**src/rtl/i2c_pkg.sv**
```systemverilog
// Shared types and constants for the I2C target-side write receiver.
package i2c_pkg;

    localparam int I2C_ADDR_W = 7;
    localparam logic [I2C_ADDR_W-1:0] I2C_GENERAL_CALL_ADDR = 7'h00;

    typedef enum logic [2:0] {
        IDLE,
        ADDR,
        ADDR_ACK,
        DATA,
        DATA_ACK,
        IGNORE
    } i2c_state_e;

endpackage

```
**src/rtl/i2c_sync_edge.sv**
```systemverilog
// Two-flop synchroniser for one bus pin, followed by a registered edge detector.
module i2c_sync_edge (
    input  logic clk,
    input  logic rst,
    input  logic pin,
    output logic lvl,
    output logic rise,
    output logic fall
);

    logic meta_q;
    logic sync_q;
    logic prev_q;

    // Reset to the idle bus level so leaving reset never fakes a START/STOP.
    always_ff @(posedge clk or negedge rst) begin
        if (!rst) begin
            meta_q <= 1'b1;
            sync_q <= 1'b1;
            prev_q <= 1'b1;
        end else begin
            meta_q <= pin;
            sync_q <= meta_q;
            prev_q <= sync_q;
        end
    end

    assign lvl  = sync_q;
    assign rise = sync_q & ~prev_q;
    assign fall = ~sync_q & prev_q;

endmodule

```
**src/rtl/i2c_target_rx.sv**
```systemverilog
// I2C target write receiver: address match, byte shift-in, ACK drive, valid/ready output.
// Optional macro I2C_GENERAL_CALL_EN also acknowledges the general-call address (7'h00, write).
//
// state    | meaning
// IDLE     | bus free, waiting for START
// ADDR     | shifting address + R/W
// ADDR_ACK | pulling SDA low through the address ACK pulse
// DATA     | shifting a data byte
// DATA_ACK | pulling SDA low through the data ACK pulse
// IGNORE   | not addressed or NACKed; wait for START/STOP
module i2c_target_rx
    import i2c_pkg::*;
#(
    parameter int                      N           = 8,
    parameter logic [I2C_ADDR_W-1:0]   DEVICE_ADDR = 7'h42
) (
    input  logic         clk,
    input  logic         rst,
    input  logic         scl_i,
    input  logic         sda_i,
    output logic         sda_oe,
    output logic [N-1:0] rx_data,
    output logic         rx_valid,
    input  logic         rx_ready,
    output logic         busy,
    output logic         stop_det,
    output logic         overrun
);

    localparam int               CNT_W    = $clog2(N + 1);
    localparam logic [CNT_W-1:0] CNT_FULL = CNT_W'(N);

    logic scl_lvl, scl_rise, scl_fall;
    logic sda_lvl, sda_rise, sda_fall;

    i2c_sync_edge u_scl_sync (
        .clk  (clk),
        .rst  (rst),
        .pin  (scl_i),
        .lvl  (scl_lvl),
        .rise (scl_rise),
        .fall (scl_fall)
    );

    i2c_sync_edge u_sda_sync (
        .clk  (clk),
        .rst  (rst),
        .pin  (sda_i),
        .lvl  (sda_lvl),
        .rise (sda_rise),
        .fall (sda_fall)
    );

    i2c_state_e       state_q, state_d;
    logic [CNT_W-1:0] bit_cnt_q, bit_cnt_d;
    logic [N-1:0]     shift_q, shift_d;
    logic             sda_oe_d, busy_d, stop_d, overrun_d, load;
    logic             start_evt, stop_evt, addr_hit, buf_free;

    assign start_evt = scl_lvl & sda_fall;
    assign stop_evt  = scl_lvl & sda_rise;
    assign buf_free  = ~rx_valid | rx_ready;

`ifdef I2C_GENERAL_CALL_EN
    assign addr_hit = (shift_q[N-1 -: I2C_ADDR_W] == DEVICE_ADDR) ||
                      (shift_q[N-1 -: I2C_ADDR_W] == I2C_GENERAL_CALL_ADDR);
`else
    assign addr_hit = (shift_q[N-1 -: I2C_ADDR_W] == DEVICE_ADDR);
`endif

    always_ff @(posedge clk or negedge rst) begin
        if (!rst) begin
            state_q   <= IDLE;
            bit_cnt_q <= '0;
            shift_q   <= '0;
            sda_oe    <= 1'b0;
            busy      <= 1'b0;
            stop_det  <= 1'b0;
            overrun   <= 1'b0;
            rx_data   <= '0;
            rx_valid  <= 1'b0;
        end else begin
            state_q   <= state_d;
            bit_cnt_q <= bit_cnt_d;
            shift_q   <= shift_d;
            sda_oe    <= sda_oe_d;
            busy      <= busy_d;
            stop_det  <= stop_d;
            overrun   <= overrun_d;
            if (load) begin
                rx_data  <= shift_q;
                rx_valid <= 1'b1;
            end else if (rx_valid && rx_ready) begin
                rx_valid <= 1'b0;
            end
        end
    end

    always_comb begin
        state_d   = state_q;
        bit_cnt_d = bit_cnt_q;
        shift_d   = shift_q;
        sda_oe_d  = sda_oe;
        busy_d    = busy;
        stop_d    = 1'b0;
        overrun_d = 1'b0;
        load      = 1'b0;

        if (stop_evt) begin
            state_d   = IDLE;
            bit_cnt_d = '0;
            sda_oe_d  = 1'b0;
            busy_d    = 1'b0;
            stop_d    = 1'b1;
        end else if (start_evt) begin
            state_d   = ADDR;
            bit_cnt_d = '0;
            shift_d   = '0;
            sda_oe_d  = 1'b0;
        end else begin
            case (state_q)
                IDLE, IGNORE: begin
                end
                ADDR: begin
                    if (scl_rise && bit_cnt_q != CNT_FULL) begin
                        shift_d   = {shift_q[N-2:0], sda_lvl};
                        bit_cnt_d = bit_cnt_q + CNT_W'(1);
                    end else if (scl_fall && bit_cnt_q == CNT_FULL) begin
                        bit_cnt_d = '0;
                        // shift_q[0] is R/W; reads are never acknowledged
                        if (addr_hit && !shift_q[0]) begin
                            sda_oe_d = 1'b1;
                            busy_d   = 1'b1;
                            state_d  = ADDR_ACK;
                        end else begin
                            busy_d  = 1'b0;
                            state_d = IGNORE;
                        end
                    end
                end
                DATA: begin
                    if (scl_rise && bit_cnt_q != CNT_FULL) begin
                        shift_d   = {shift_q[N-2:0], sda_lvl};
                        bit_cnt_d = bit_cnt_q + CNT_W'(1);
                    end else if (scl_fall && bit_cnt_q == CNT_FULL) begin
                        bit_cnt_d = '0;
                        if (buf_free) begin
                            load     = 1'b1;
                            sda_oe_d = 1'b1;
                            state_d  = DATA_ACK;
                        end else begin
                            overrun_d = 1'b1;
                            busy_d    = 1'b0;
                            state_d   = IGNORE;
                        end
                    end
                end
                ADDR_ACK, DATA_ACK: begin
                    // first falling edge seen here closes the 9th pulse
                    if (scl_fall) begin
                        sda_oe_d  = 1'b0;
                        bit_cnt_d = '0;
                        state_d   = DATA;
                    end
                end
                default: begin
                    state_d = IDLE;
                end
            endcase
        end
    end

endmodule

```
**config.mk**
```make
export PLATFORM = sky130hd
export DESIGN_NAME = i2c_target_rx
export DESIGN_NICKNAME = d
export VERILOG_FILES = /design/src/rtl/i2c_pkg.sv /design/src/rtl/i2c_sync_edge.sv /design/src/rtl/i2c_target_rx.sv
export SDC_FILE = /design/constraint.sdc
export NUM_CORES = 1
export LEC_CHECK = 0
export CAP_MARGIN = 40
export CORE_MARGIN = 3
export CORE_UTILIZATION = 55
export CTS_BUF_LIST = sky130_fd_sc_hd__clkbuf_2
export CTS_CLUSTER_SIZE = 8
export DETAILED_ROUTE_END_ITERATION = 16
export PLACE_DENSITY = 0.83
export SLEW_MARGIN = 20
export SYNTH_ARGS = -nofsm -noshare
export SYNTH_HDL_FRONTEND = slang
export SYNTH_SLANG_ARGS = --single-unit
```
**constraint.sdc**
```tcl
create_clock -name clk -period 2.61 [get_ports clk]
set_input_delay 0.261 -clock clk [delete_from_list [all_inputs] [get_ports clk]]
set_output_delay 0.261 -clock clk [all_outputs]
set_load 0.02 [all_outputs]
```
==> impl_metrics.yaml, run 1 <==
critical_path:
  setup.worst_path.class: "flop to flop"
  cp_num_buf_inv: 1
  critical_path.reg2reg.startpoint: "bit_cnt_q[0]"
  critical_path.slowest_cell: "sky130_fd_sc_hd__nor3b_4"
  worst_ep_arrival_time_ns: 2.39
  launching_element_type_of_the_critical_path: "flop"
  setup.worst_path.end_class: "flop"
  timing.critical_path.required_ns: 2.90
  cpPeakStageDelay_ns: 0.47
  critical_path_peak_fanout: 8
  timing.critical_path.from: "bit_cnt_q[0]"
  critical_path.top_delay_family: "simple AND/OR/NAND/NOR gates"
  cp_cell_instances: "inv_1 > ha_1 > nand3b_1 > or2_1 > nor3b_4 > mux2_2"
drt:
  vias: 1187
  dr_wl_met2_um: 1630
  dr.first_iter.drc_count: 53
  first_pass_iters: 4
  route.top_layer_used: "met4"
  wl_per_cell_um: 16.0
  count_of_unresolved_drc_violations_after_routing: 0
  ant_nets: 0
  detailroute.wirelength.met3_um: 133
  drt_wl_total_um: 3140
  met1_length_um: 1330
  routed_via_density: 6.06
clock_tree:
  clk_pin_slew_worst_paths_ns: 0.18
  clock-sinks: 34
  cts_max_level: 2
  post-cts-setup-buffer-count: 0
  postCtsResizedCells: 0
  clockBufferDepth: 2
  clk_latency_ns: 0.39
  cts_buffers: 5
  tritoncts: "built"
  holdBufCountCts: 0
  root_buffer_master: "sky130_fd_sc_hd__clkbuf_2"
cells_and_area:
  fraction_of_final_layout_cells_sized_beyond_drive_strength_1_pct: 15.2
  finalCoreUtilization_pct: 66.9
  area.growth.synth_to_final_pct: 14.6
  fin_nets: 172
  n_antenna_cell: 0
synthesis:
  synthDistinctLibCells: 47
  synth_enable_flop_cells: 0
  synth_fa_ha_area_share_pct: 1.53
  synth_area_per_cell_um2: 11.2
  synthDominantAreaCellType: "sky130_fd_sc_hd__dfrtp_1"
  synth_top_cells_by_area: "sky130_fd_sc_hd__dfrtp_1 (43%), sky130_fd_sc_hd__dfstp_2 (9.6%), sky130_fd_sc_hd__mux2i_1 (5.5%)"
  synth_simple_gate_area_share_pct: 17.3
  yosysWarnings: 0
  ys_async_rst_share_pct: 100
  post_synthesis_instance_area_um2: 1640
  synthFlopType: "sky130_fd_sc_hd__dfrtp_1"
  fraction_of_synthesized_cell_area_taken_by_the_top_area_cell_type_pct: 42.8
  synth_top_family_by_area: "simple AND/OR/NAND/NOR gates"
  compound_gate_portion_of_the_synthesized_area_pct: 13.6
  xor_xnor_portion_of_the_synthesized_cell_area_pct: 0.535
  ys_seq_area_share_pct: 52.4
  yosys_register_bits: 34
  post_synthesis_mux_area_share_pct: 11.0
  synth.net_count: 153
  syn-instance-count: 146
global_route:
  first_global_vias: 1179
  track_usage_pct: 19.9
  grt_pass1_wl_um: 5250
  overflow: 0
  antenna_found_initial: 0
  grt_max_degree: 35
die:
  boundaryPins: 18
  start_util_pct: 58.4
  die_w_um: 60.6
  floorplan.die.height_um: 60.6
  die_area_um2: 3670
  fp.coreArea_um2: 2810
  row_count: 19
place:
  routabilityCongestion: 0.935
  post-dp-hpwl_um: 2240
  port_buffers: 17
power_and_ir_drop:
  power.ir.vdd_worst_mv: 0.426
  p_leak_nw: 0.875
  power_per_cell_area_nw_per_um2: 759
outcome:
  outcome: "complete, no violations"
sta:
  layout_worst_path_cycle_share_pct: 80.8
  fin_crit_period_ns: 2.11
  tightest_slew_margin_relative_to_the_limit_pct: 67.4
  hold_viol_final: 0
  clock_skew_ns: 0.0294
  setup_tns_ns: 0
  slew_violations: 0
  setup_violations: 0
  tightest_slew_ns: 0.482
  fmaxAchievable_mhz: 474
  rsz0062_at_grt: "false"
flow_run:
  max_cap_viol_count: 0
hold_path:
  hold_class: "primary input to asynchronous set/reset pin"
-- area by class of cell --
type                    instances  area, µm²
multi-input cells             100        721
repair buffers                 18        178
clock buffers                   5       25.0
well taps                      31       38.8
inverters                       6       22.5
flip-flops and latches         34        858
clock inverters                 2       33.8
fillers                       228        928
-- registers in the layout, indices dropped and copies added, names as in the netlist, 3 cells and up --
name / cells
rx_data: 8
shift_q: 8
bit_cnt_q: 4
state_q: 3
-- logic make-up (layout without fill, tap and decap cells) --
kind of cell,after synthesis,count (layout)
simple gates,49,49
compound gates,31,31
flops,34,34
buf+inv,12,31
mux,17,17
xor+xnor,1,1
fa+ha+maj,2,2
-- final timing paths --
kind	endpoint	slack, ns	cells past startpoint
min in group clk	u_sda_sync.meta_q	0.28	1
min	state_q[2]	0.24	2
max reg2reg	rx_data[4]	0.50	6
min reg2reg	u_sda_sync.lvl	0.33	0
max in group asynchronous	u_scl_sync.prev_q	2.00	2
max	rx_data[4]	0.50	6
-- per-stage QoR --
step	cells	setup slack (ns)	area [µm²]	power, mW	hold slack [ns]
2_1_floorplan	146	0.731	1640	1.01	-0.0346
3_3_place_gp	189	0.627	1820	1.07	0.346
3_5_place_dp	189	0.485	1820	1.10	0.348
4_1_cts	196	0.451	1880	1.43	0.242
5_1_grt	196	0.342	1880	1.51	0.232
6_report	196	0.501	1880	1.42	0.237
-- power breakdown --
group / switching (mW) / internal, mW
logic: 0.227 / 0.187
clock network: 0.176 / 0.154
registers: 0.0973 / 0.583
total: 0.500 / 0.924
-- synth_stat cells (3+ instances only) --
| cell type | instances |
|---|---|
| sky130_fd_sc_hd__dfstp_2 | 6 |
| sky130_fd_sc_hd__inv_1 | 6 |
| sky130_fd_sc_hd__nand3_1 | 3 |
| sky130_fd_sc_hd__nand2b_1 | 5 |
| sky130_fd_sc_hd__dfrtp_1 | 28 |
| sky130_fd_sc_hd__nor2b_1 | 3 |
| sky130_fd_sc_hd__mux2i_1 | 9 |
| sky130_fd_sc_hd__a211o_1 | 3 |
| sky130_fd_sc_hd__nand2_1 | 7 |
| sky130_fd_sc_hd__mux2_2 | 8 |
| sky130_fd_sc_hd__nor2_1 | 13 |
| sky130_fd_sc_hd__o21ai_0 | 9 |
-- layout by cell type (no fill, tap or decap), types with 5 or more instances in the layout --
| cell | n |
|---|---|
| sky130_fd_sc_hd__inv_1 | 6 |
| sky130_fd_sc_hd__mux2_2 | 8 |
| sky130_fd_sc_hd__nor2_1 | 13 |
| sky130_fd_sc_hd__clkbuf_2 | 5 |
| sky130_fd_sc_hd__o21ai_0 | 9 |
| sky130_fd_sc_hd__clkdlybuf4s50_1 | 17 |
| sky130_fd_sc_hd__dfrtp_1 | 28 |
| sky130_fd_sc_hd__nand2b_1 | 5 |
| sky130_fd_sc_hd__nand2_1 | 7 |
| sky130_fd_sc_hd__mux2i_1 | 9 |
| sky130_fd_sc_hd__dfstp_2 | 6 |
-- layer usage --
layer / global-route usage [%] / up-vias
met5: 0 / -
met4: 10.8 / 0
met3: 7.23 / 7
met2: 31.8 / 31
met1: 23.5 / 589
li1: - / 560
(Power assumes the default switching activity.)
==> run 2, diff against run 1 <==
--- a/config.mk
+++ b/config.mk
@@ -7,11 +7,11 @@
 export LEC_CHECK = 0
 export CAP_MARGIN = 40
 export CORE_MARGIN = 3
-export CORE_UTILIZATION = 55
+export CORE_UTILIZATION = 52
 export CTS_BUF_LIST = sky130_fd_sc_hd__clkbuf_2
 export CTS_CLUSTER_SIZE = 8
 export DETAILED_ROUTE_END_ITERATION = 16
-export PLACE_DENSITY = 0.83
+export PLACE_DENSITY = 0.82
 export SLEW_MARGIN = 20
 export SYNTH_ARGS = -nofsm -noshare
 export SYNTH_HDL_FRONTEND = slang
==> constraint.sdc (replaced) <==
create_clock -name clk -period 1.8 [get_ports clk]
set_input_delay 0.18 -clock clk [delete_from_list [all_inputs] [get_ports clk]]
set_output_delay 0.18 -clock clk [all_outputs]
set_load 0.02 [all_outputs]
==> impl_metrics.yaml, run 2 (synthesis results as in run 1) <==
outcome:
  outcome: "complete, but fails checks"
  failed_checks: "setup timing"
global_route:
  overflow: 0
  antenna_found_initial: 0
  grt_pass1_wl_um: 6010
  first_global_vias: 1347
  grt_max_degree: 35
  track_usage_pct: 19.5
power_and_ir_drop:
  p_leak_nw: 1.02
  design_power_total_mw: 2.18
  p_int_mw: 1.36
  sequentialPowerShare_pct: 44.2
  switching_share_pct: 37.7
  power.clock.fraction_pct: 16.3
  power.ir.vdd_worst_mv: 0.631
  power_per_cell_area_nw_per_um2: 985
  power.switching_mw: 0.822
  pwr-share-comb_pct: 39.6
critical_path:
  reg2reg_setup_slack_ns: -0.09
  launching_element_type_of_the_critical_path: "flop"
  timing.critical_path.required_ns: 2.10
  critical_path.top_delay_family: "simple AND/OR/NAND/NOR gates"
  critical_path.reg2reg.startpoint: "bit_cnt_q[1]"
  cpPeakStageDelay_ns: 0.43
  worst_ep_arrival_time_ns: 2.20
  setup.worst_path.end_class: "flop"
  cp_num_buf_inv: 1
  cp_cell_instances: "inv_2 > ha_4 > nand3b_1 > or3b_4 > or3_4 > o21ai_4 > o2bb2ai_2"
  critical_path_peak_fanout: 4
  setup.worst_path.class: "flop to flop"
  worstReg2RegEnd: "bit_cnt_q[2]"
  critical_path_depth: 7
  ff2ff_path_depth: 7
  critical_path.slowest_cell: "sky130_fd_sc_hd__or3b_4"
sta:
  layout_worst_path_cycle_share_pct: 105
  slew_violations: 0
  fmaxAchievable_mhz: 528
  hold_viol_final: 0
  setup_violations: 15
  fin_crit_period_ns: 1.89
  tightest_slew_margin_relative_to_the_limit_pct: 72.0
  clock_skew_ns: 0.0280
  layout_setup_ws_ns: -0.0930
  hold_ws_ns: 0.169
  rsz0062_at_grt: "true"
  tightest_slew_ns: 0.420
die:
  row_count: 19
  die_w_um: 62.1
  fp.coreArea_um2: 2880
  die_area_um2: 3860
  start_util_pct: 56.9
  floorplan.die.height_um: 62.1
  boundaryPins: 18
hold_path:
  hold_class: "primary input to asynchronous set/reset pin"
cells_and_area:
  finalCoreUtilization_pct: 77.0
  fin_nets: 196
  n_antenna_cell: 0
  finalInstanceArea_um2: 2210
  mostFrequentLayoutCell: "sky130_fd_sc_hd__dfrtp_1"
  finalNonFillerCells: 232
  largestRegisters: "rx_data: 8 flops, shift_q: 8 flops, bit_cnt_q: 4 flops"
  fraction_of_final_layout_cells_sized_beyond_drive_strength_1_pct: 38.4
  layout_common_cells: "sky130_fd_sc_hd__dfrtp_1 (28), sky130_fd_sc_hd__buf_4 (22), sky130_fd_sc_hd__clkdlybuf4s50_1 (17)"
  area.growth.synth_to_final_pct: 35.2
clock_tree:
  clock-sinks: 34
  clockBufferDepth: 2
  root_buffer_master: "sky130_fd_sc_hd__clkbuf_2"
  tritoncts: "built"
  clk_latency_ns: 0.38
  cts_buffers: 5
  clk_pin_slew_worst_paths_ns: 0.18
  cts_max_level: 2
  holdBufCountCts: 0
place:
  placed_cells_incl_taps: 217
  routabilityCongestion: 0.914
  placed_cell_area_um2: 1970
  post-dp-hpwl_um: 2400
  port_buffers: 17
drt:
  ant_nets: 0
  routed_via_density: 5.60
  dr.first_iter.drc_count: 74
  count_of_unresolved_drc_violations_after_routing: 0
  wl_per_cell_um: 15.9
  vias: 1299
  first_pass_iters: 4
  drt_wl_total_um: 3690
flow_run:
  max_cap_viol_count: 0
[run 2: cell count changes in the layout (fill, tap and decap cells not counted), moves of 3 or more]
| cell | change |
|---|---|
| sky130_fd_sc_hd__mux2_4 | +8 |
| sky130_fd_sc_hd__mux2_2 | -8 |
| sky130_fd_sc_hd__or2_4 | +3 |
| sky130_fd_sc_hd__o21ai_0 | -5 |
| sky130_fd_sc_hd__buf_4 | +21 |
[run 2: area by class of cell]
cell class / count / area [µm²]
Multi-Input combinational cell: 101 / 872
Timing Repair Buffer: 41 / 367
Inverter: 6 / 22.5
Clock inverter: 1 / 7.51
Fill cell: 183 / 662
Sequential cell: 34 / 858
Tap cell: 42 / 52.6
Clock buffer: 7 / 35.0
[run 2: routing by layer]
layer	wire length [µm]	global-route usage (%)
met1	1520	22.4
met2	1990	34.4
met3	134	4.14
met4	44	9.67
met5	0	0
[run 2: power groups by stage]
stage	Clock (mW)	Sequential (mW)	Combinational, mW
2_1_floorplan	0	0.914	0.544
3_3_place_gp	0	0.957	0.697
3_5_place_dp	0	0.963	0.720
4_1_cts	0.370	0.952	0.780
5_1_grt	0.399	0.976	0.945
6_report	0.355	0.964	0.863
[run 2: worst max-delay path by stage]
stage | startpoint | end | slack [ns]
2_1_floorplan | bit_cnt_q[0] | rx_data[0] | -0.06
3_3_place_gp | bit_cnt_q[0] | state_q[1] | -0.07
3_5_place_dp | bit_cnt_q[0] | state_q[1] | -0.22
4_1_cts | bit_cnt_q[0] | state_q[1] | -0.07
5_1_grt | bit_cnt_q[1] | bit_cnt_q[2] | -0.18
6_report | bit_cnt_q[1] | bit_cnt_q[2] | -0.09
[run 2: repair_timing]
action	CTS	global route
buffers inserted	4	3
hold endpoints to repair	0	0
setup endpoints to repair	21	23
resized for setup	14	27
pin swaps	7	16
cloned	0	1
[run 2: through the flow]
step	setup TNS (ns)	worst slack [ns]
after floorplan	-0.499	-0.0624
after global placement	-0.163	-0.0687
after detailed placement	-1.13	-0.215
after CTS	-0.157	-0.0734
after global routing	-2.35	-0.175
final	-0.635	-0.0930
